`src/rtl/mem_test_pkg.sv`:
```
// Shared definitions for the on-chip memory test: march states, pattern
// selector encodings and the default geometry used by array and initiator.
package mem_test_pkg;

    localparam int ADDR_BITS_DEF = 5;
    localparam int DATA_BITS_DEF = 8;
    localparam int TIMEOUT_DEF   = 15;
    localparam int WAIT_BITS     = 4;
    localparam int ERR_BITS      = 8;

    localparam logic [1:0] PAT_SEED    = 2'd0;
    localparam logic [1:0] PAT_CHECKER = 2'd1;
    localparam logic [1:0] PAT_ADDR    = 2'd2;
    localparam logic [1:0] PAT_PARITY  = 2'd3;

    typedef enum logic [2:0] {
        IDLE = 3'd0,
        W0   = 3'd1,
        R0   = 3'd2,
        W1   = 3'd3,
        R1   = 3'd4,
        FIN  = 3'd5
    } state_t;

endpackage

```
`src/rtl/mem_pattern_gen.sv`:
```
// Combinational march data pattern: seed xor an address-derived mask,
// optionally inverted for the second march element.
module mem_pattern_gen
    import mem_test_pkg::*;
#(
    parameter int ADDR_BITS = ADDR_BITS_DEF,
    parameter int DATA_BITS = DATA_BITS_DEF
) (
    input  logic [ADDR_BITS-1:0] addr_i,
    input  logic [DATA_BITS-1:0] seed_i,
    input  logic [1:0]           sel_i,
    input  logic                 invert_i,
    output logic [DATA_BITS-1:0] pat_o
);

    logic [DATA_BITS-1:0] mask_s;
    logic [DATA_BITS-1:0] base_s;

    // Select the address-derived mask and apply the optional inversion.
    always_comb begin
        mask_s = '0;
        case (sel_i)
            PAT_SEED:    mask_s = '0;
            PAT_CHECKER: mask_s = {DATA_BITS{addr_i[0]}};
            PAT_ADDR:    mask_s = DATA_BITS'(addr_i);
            PAT_PARITY:  mask_s = {DATA_BITS{addr_i[0] ^ addr_i[1]}};
            default:     mask_s = '0;
        endcase
        base_s = seed_i ^ mask_s;
        if (invert_i) begin
            pat_o = ~base_s;
        end else begin
            pat_o = base_s;
        end
    end

endmodule

```
`src/rtl/mem_march_initiator.sv`:
```
// March-test initiator: ascending write, ascending read/write-inverse,
// descending read of the inverse, with error count, first failing address
// and a per-request acknowledge timeout.
module mem_march_initiator
    import mem_test_pkg::*;
#(
    parameter int ADDR_BITS = ADDR_BITS_DEF,
    parameter int DATA_BITS = DATA_BITS_DEF,
    parameter int TIMEOUT   = TIMEOUT_DEF
) (
    input  logic                 clk,
    input  logic                 reset,
    input  logic                 start,
    input  logic [1:0]           pattern_sel,
    input  logic [DATA_BITS-1:0] seed,
    output logic                 busy,
    output logic                 done,
    output logic                 pass,
    output logic                 timeout,
    output logic [ERR_BITS-1:0]  err_count,
    output logic [ADDR_BITS-1:0] first_err_addr,
    output logic                 mem_req,
    output logic                 mem_we,
    output logic [ADDR_BITS-1:0] mem_addr,
    output logic [DATA_BITS-1:0] mem_wdata,
    input  logic                 mem_ack,
    input  logic [DATA_BITS-1:0] mem_rdata
);

    localparam logic [ADDR_BITS-1:0] ADDR_MAX  = {ADDR_BITS{1'b1}};
    localparam logic [ADDR_BITS-1:0] ADDR_ONE  = ADDR_BITS'(1);
    localparam logic [WAIT_BITS-1:0] WAIT_ONE  = WAIT_BITS'(1);
    localparam logic [WAIT_BITS-1:0] WAIT_LAST = WAIT_BITS'(TIMEOUT - 1);
    localparam logic [ERR_BITS-1:0]  ERR_ONE   = ERR_BITS'(1);

    state_t               state_q, state_d;
    logic [ADDR_BITS-1:0] addr_q, addr_d;
    logic [DATA_BITS-1:0] seed_q, seed_d;
    logic [1:0]           sel_q, sel_d;
    logic [WAIT_BITS-1:0] wait_q, wait_d;
    logic [ERR_BITS-1:0]  err_q, err_d;
    logic [ADDR_BITS-1:0] first_q, first_d;
    logic                 timeout_q, timeout_d;
    logic                 pass_q, pass_d;
    logic                 done_q, done_d;
    logic                 busy_q, busy_d;
    logic                 req_q, req_d;
    logic                 we_q, we_d;
    logic [DATA_BITS-1:0] wdata_q, wdata_d;

    logic                 fire_s;
    logic                 cmp_s;
    logic                 exp_inv_s;
    logic                 wr_inv_s;
    logic [DATA_BITS-1:0] exp_s;
    logic [DATA_BITS-1:0] wpat_s;

    assign fire_s    = req_q & mem_ack;
    assign exp_inv_s = (state_q == R1);
    assign wr_inv_s  = (state_d == W1);

    // Expected read data for the address currently being read.
    mem_pattern_gen #(.ADDR_BITS(ADDR_BITS), .DATA_BITS(DATA_BITS)) u_exp_pat (
        .addr_i   (addr_q),
        .seed_i   (seed_q),
        .sel_i    (sel_q),
        .invert_i (exp_inv_s),
        .pat_o    (exp_s)
    );

    // Write data for the next request, so mem_wdata can be registered.
    mem_pattern_gen #(.ADDR_BITS(ADDR_BITS), .DATA_BITS(DATA_BITS)) u_wr_pat (
        .addr_i   (addr_d),
        .seed_i   (seed_d),
        .sel_i    (sel_d),
        .invert_i (wr_inv_s),
        .pat_o    (wpat_s)
    );

    // March sequencing, compare bookkeeping, ack timeout and next outputs.
    always_comb begin
        state_d   = state_q;
        addr_d    = addr_q;
        seed_d    = seed_q;
        sel_d     = sel_q;
        wait_d    = wait_q;
        err_d     = err_q;
        first_d   = first_q;
        timeout_d = timeout_q;
        pass_d    = pass_q;
        cmp_s     = 1'b0;

        case (state_q)
            IDLE: begin
                if (start) begin
                    seed_d    = seed;
                    sel_d     = pattern_sel;
                    err_d     = '0;
                    first_d   = '0;
                    timeout_d = 1'b0;
                    pass_d    = 1'b0;
                    addr_d    = '0;
                    state_d   = W0;
                end else begin
                    state_d = IDLE;
                end
            end
            W0: begin
                if (fire_s && (addr_q == ADDR_MAX)) begin
                    addr_d  = '0;
                    state_d = R0;
                end else if (fire_s) begin
                    addr_d = addr_q + ADDR_ONE;
                end else begin
                    state_d = W0;
                end
            end
            R0: begin
                if (fire_s) begin
                    cmp_s   = 1'b1;
                    state_d = W1;
                end else begin
                    state_d = R0;
                end
            end
            W1: begin
                if (fire_s && (addr_q == ADDR_MAX)) begin
                    state_d = R1;
                end else if (fire_s) begin
                    addr_d  = addr_q + ADDR_ONE;
                    state_d = R0;
                end else begin
                    state_d = W1;
                end
            end
            R1: begin
                if (fire_s && (addr_q == '0)) begin
                    cmp_s   = 1'b1;
                    state_d = FIN;
                end else if (fire_s) begin
                    cmp_s  = 1'b1;
                    addr_d = addr_q - ADDR_ONE;
                end else begin
                    state_d = R1;
                end
            end
            FIN:     state_d = IDLE;
            default: state_d = IDLE;
        endcase

        // Each new request starts with a fresh wait count; a stalled one aborts the test.
        if (req_q && fire_s) begin
            wait_d = '0;
        end else if (req_q && (wait_q == WAIT_LAST)) begin
            wait_d    = '0;
            timeout_d = 1'b1;
            state_d   = FIN;
        end else if (req_q) begin
            wait_d = wait_q + WAIT_ONE;
        end else begin
            wait_d = '0;
        end

        if (cmp_s && (mem_rdata != exp_s)) begin
            if (err_q != {ERR_BITS{1'b1}}) begin
                err_d = err_q + ERR_ONE;
            end else begin
                err_d = err_q;
            end
            if (err_q == '0) begin
                first_d = addr_q;
            end else begin
                first_d = first_q;
            end
        end else begin
            err_d = err_d;
        end

        if (state_d == FIN) begin
            pass_d = (err_d == '0) && !timeout_d;
            addr_d = '0;
        end else begin
            pass_d = pass_d;
        end

        busy_d  = (state_d == W0) || (state_d == R0) || (state_d == W1) || (state_d == R1);
        req_d   = busy_d;
        we_d    = (state_d == W0) || (state_d == W1);
        done_d  = (state_d == FIN);
        if (we_d) begin
            wdata_d = wpat_s;
        end else begin
            wdata_d = '0;
        end
    end

    // State and registered outputs; reset drops mem_req immediately.
    always_ff @(posedge clk or posedge reset) begin
        if (reset) begin
            state_q   <= IDLE;
            addr_q    <= '0;
            seed_q    <= '0;
            sel_q     <= 2'd0;
            wait_q    <= '0;
            err_q     <= '0;
            first_q   <= '0;
            timeout_q <= 1'b0;
            pass_q    <= 1'b0;
            done_q    <= 1'b0;
            busy_q    <= 1'b0;
            req_q     <= 1'b0;
            we_q      <= 1'b0;
            wdata_q   <= '0;
        end else begin
            state_q   <= state_d;
            addr_q    <= addr_d;
            seed_q    <= seed_d;
            sel_q     <= sel_d;
            wait_q    <= wait_d;
            err_q     <= err_d;
            first_q   <= first_d;
            timeout_q <= timeout_d;
            pass_q    <= pass_d;
            done_q    <= done_d;
            busy_q    <= busy_d;
            req_q     <= req_d;
            we_q      <= we_d;
            wdata_q   <= wdata_d;
        end
    end

    assign busy           = busy_q;
    assign done           = done_q;
    assign pass           = pass_q;
    assign timeout        = timeout_q;
    assign err_count      = err_q;
    assign first_err_addr = first_q;
    assign mem_req        = req_q;
    assign mem_we         = we_q;
    assign mem_addr       = addr_q;
    assign mem_wdata      = wdata_q;

endmodule

```
`config.mk`:
```
export PLATFORM = sky130hd
export DESIGN_NAME = mem_march_initiator
export DESIGN_NICKNAME = d
export VERILOG_FILES = /design/src/rtl/mem_test_pkg.sv /design/src/rtl/mem_pattern_gen.sv /design/src/rtl/mem_march_initiator.sv
export SDC_FILE = /design/constraint.sdc
export NUM_CORES = 1
export LEC_CHECK = 0
export CORE_ASPECT_RATIO = 0.8
export CORE_UTILIZATION = 50
export CTS_BUF_LIST = sky130_fd_sc_hd__clkbuf_2
export CTS_CLUSTER_SIZE = 10
export DETAILED_ROUTE_END_ITERATION = 16
export GPL_ROUTABILITY_DRIVEN = 0
export PLACE_DENSITY = 0.84
export SYNTH_ARGS = -nofsm -noshare
export SYNTH_HDL_FRONTEND = slang
export SYNTH_SLANG_ARGS = --single-unit
```
`constraint.sdc`:
```
create_clock -name clk -period 5.15 [get_ports clk]
set_clock_uncertainty 0.1 [all_clocks]
set_input_delay 0.515 -clock clk [delete_from_list [all_inputs] [get_ports clk]]
set_output_delay 0.515 -clock clk [all_outputs]
set_load 0.005 [all_outputs]
```
==> impl_results.md <==
* Num CTS Buffers at 5
* Mapped Cells at 384
* Top-count cell post-synth: nand2_1
* TritonCTS clock tree: yes
* Post-synth EDFFs at 0
* Clock sink total at 48
* Nets at 452
* Status: finished, final reports clean
* Logic pwr share at 42.5%
* Worst Setup End Kind: register
* Die area at 7080 sq um
* Post-synthesis sequential area ratio at 35.6%
* DR DRC count at 0
* IO Port Bufs at 53
* Top Metal Used: met4
* Clk root buf: clkbuf_2
* Flop pwr share at 40.3%
* Setup bufs post-CTS at 0
* Final setup violation count at 0
* Clock power frac at 17.1%
* Met2 Routed Length at 4260 um
* Via Count at 3,156
* Fin crit share at 72.3%
* Sum Neg Setup Slack at 0 ns
* PD cells at 323 nW/um^2
* Crit path max fanout at 11
* RSZ-0062 raised after global routing: false
* Synth top area share at 35.6%
* Synth unique cells at 69
* Hpwl dp at 6630 um
* I/O pin cnt at 54
* Final hold violation count at 0
* Core Rows at 26
* Initial antenna violation count at 0
* Rel. slew slack at 32.1%
* Clock buffer depth at 2
* Max cap viols at 0
* Crit path required time at 5.43 ns
* NetSw at 491 uW
* Largest net degree at the start of global routing at 49
* Total gr overflow at 0
* Synth Area per Inst at 8.79 sq um
* Final Max Slew Viols at 0
* Iteration-0 DRC Markers at 366
* Syn-to-layout area delta at 17.9%
* Fmax at 0.269 GHz
* Main synth FF type: dfrtp_1
* Final ANT Viol Nets at 0
* FF+latch count, synth at 48
* Peak supply drop at 217 uV
* Vias in the first global route at 2,928
* Internal cell power at 794 uW
* Worst Path Arrival at 4.01 ns
* CP Launch Type: register
* # hold bufs at CTS at 0
* Vias per cell at 6.22
* Wire length per cell at 18.1 um
* Routed length on met1 at 3920 um
* Core Area at 6440 sq um
* Clock transition at the registers of the reported paths at 0.27 ns
* Starting density of the core at 52.4%
* Hold Path Class: reg -> reg
* Crit path kind: reg -> reg
* CTS resizes at 0
* Net Sw Frac at 38.2%
* First-pass GRT wire length at 14,300 um
* H-Tree Depth at 2
* Share of cells above drive strength 1 at 6.62%
* Syn nets at 414
* Layout Utilization at 61.8%
* Synth top cells by count: nand2_1 (60), dfrtp_1 (48), nor2_1 (28), a21oi_1 (16), xnor2_1 (16)
* Post-synthesis async set-or-reset flop share at 100%
* Antenna cells at 0
* LEAKAGE at 1.67 nW
* Worst skew pair latency at 0.45 ns
* Die Ht at 75.5 um
* GRT Util Overall at 26.5%
* WL met3 at 796 um
* Min Tclk post-route at 3.72 ns
* Initial DRT Pass Iterations at 5
* Slew @ Worst Pin at 1.02 ns
* Leading area contributor after synthesis: dfrtp_1
* Die X at 93.9 um
* Top area cells in the synthesized netlist: dfrtp_1 (36%), nand2_1 (6.7%), xnor2_1 (4.2%)
* YS warnings at 0
* Final wirelength at 9150 um
* Mapped Area at 3370 sq um
[metal layers]
layer,global-route usage [%],up-vias
li1,-,1443
met1,35.2,1519
met2,43.6,173
met3,6.79,21
met4,7.35,0
met5,0,-
[cell type report]
cell class              count  area, sq um
multi-input cells         300         2020
fillers                   560         2460
clock buffers               5         25.0
well taps                  84          105
clock inverters             3         47.5
repair buffers             53          531
flip-flops and latches     48         1200
inverters                  14         52.6
[worst paths after layout]
path	cells after the start	to	slack, ns	from
hold reg to reg	1	wait_q[0]$_DFF_PP0_	0.41	wait_q[0]$_DFF_PP0_
setup / recovery	11	first_err_addr[1]$_DFFE_PP0P_	1.43	mem_addr[1]$_DFF_PP0_
min in group asynchronous	2	pass$_DFFE_PP0P_	0.47	reset
hold / removal	1	wait_q[0]$_DFF_PP0_	0.41	wait_q[0]$_DFF_PP0_
setup reg to reg	11	first_err_addr[1]$_DFFE_PP0P_	1.43	mem_addr[1]$_DFF_PP0_
max in group asynchronous	2	wait_q[3]$_DFF_PP0_	3.84	reset
[flip-flops by register name, summed over array words and instances (netlist names)]
signal / count
done: 1
err_count: 8
first_err_addr: 5
mem_addr: 5
mem_req: 1
mem_wdata: 8
mem_we: 1
pass: 1
seed_q: 8
sel_q: 2
state_q: 3
timeout: 1
wait_q: 4
[critical path, cell delays in order (launching register included)]
cell	delay, ns
dfrtp_1	0.64
inv_1	0.24
ha_1	0.37
mux2_2	0.35
nand2_2	0.21
mux2i_1	0.21
a311oi_1	0.14
a22o_2	0.34
a21oi_2	0.37
and4_1	0.49
nand2_1	0.11
o21ai_1	0.09
[per-stage QoR]
step                hold WS (ns)  setup WS [ns]  std cells  cell area, sq um  total power [mW]
finish                     0.414           1.43        507              3980              1.28
CTS                        0.418           1.51        507              3980              1.28
global route               0.434           1.25        507              3980              1.35
detailed placement         0.389           1.58        499              3910              1.05
global placement           0.370           1.68        499              3910              1.03
floorplan                  0.352           2.01        384              3370             0.859
[cell usage in the layout (no fill, tap or decap), types with 3 or more instances in the layout]
cell type | synthesis | final
or3_1 | 3 | 3
ha_1 | 8 | 8
nor4_1 | 3 | 3
o211ai_1 | 7 | 7
nor2_1 | 28 | 28
a21oi_1 | 16 | 16
xnor3_1 | 4 | 4
o21ai_1 | 10 | 10
nor2b_1 | 3 | 3
clkdlybuf4s50_1 | 0 | 53
nand4_1 | 6 | 6
nand2b_1 | 3 | 3
and3_1 | 9 | 9
a21boi_0 | 5 | 5
xnor2_1 | 16 | 16
nand2_1 | 60 | 60
a22oi_1 | 4 | 4
a31oi_1 | 5 | 5
xor2_1 | 8 | 8
nor3_1 | 6 | 6
clkbuf_2 | 0 | 5
a311oi_1 | 3 | 3
dfrtp_1 | 48 | 48
mux2i_1 | 7 | 7
o21ai_0 | 13 | 13
a211oi_1 | 7 | 7
inv_1 | 14 | 13
and2_1 | 9 | 9
nand3_1 | 10 | 10
[kinds of logic (layout without fill, tap and decap cells)]
group           Yosys count  count (layout)  share of synthesized area (%)
flops                    48              48                           35.6
simple gates            159             159                           24.2
fa+ha+maj                 8               8                           2.97
mux                      10              10                           3.19
buf+inv                  36              75                           4.63
compound gates           94              94                           20.1
xor+xnor                 29              29                           9.38
[power by group through the flow]
stage / registers, mW / clock network (mW) / logic, mW
after floorplan: 0.488 / 0 / 0.371
after global placement: 0.516 / 0 / 0.519
after detailed placement: 0.521 / 0 / 0.533
after CTS: 0.514 / 0.222 / 0.539
after global routing: 0.525 / 0.238 / 0.592
final: 0.518 / 0.220 / 0.547
No activity file was read; power rests on OpenSTA's default activity.
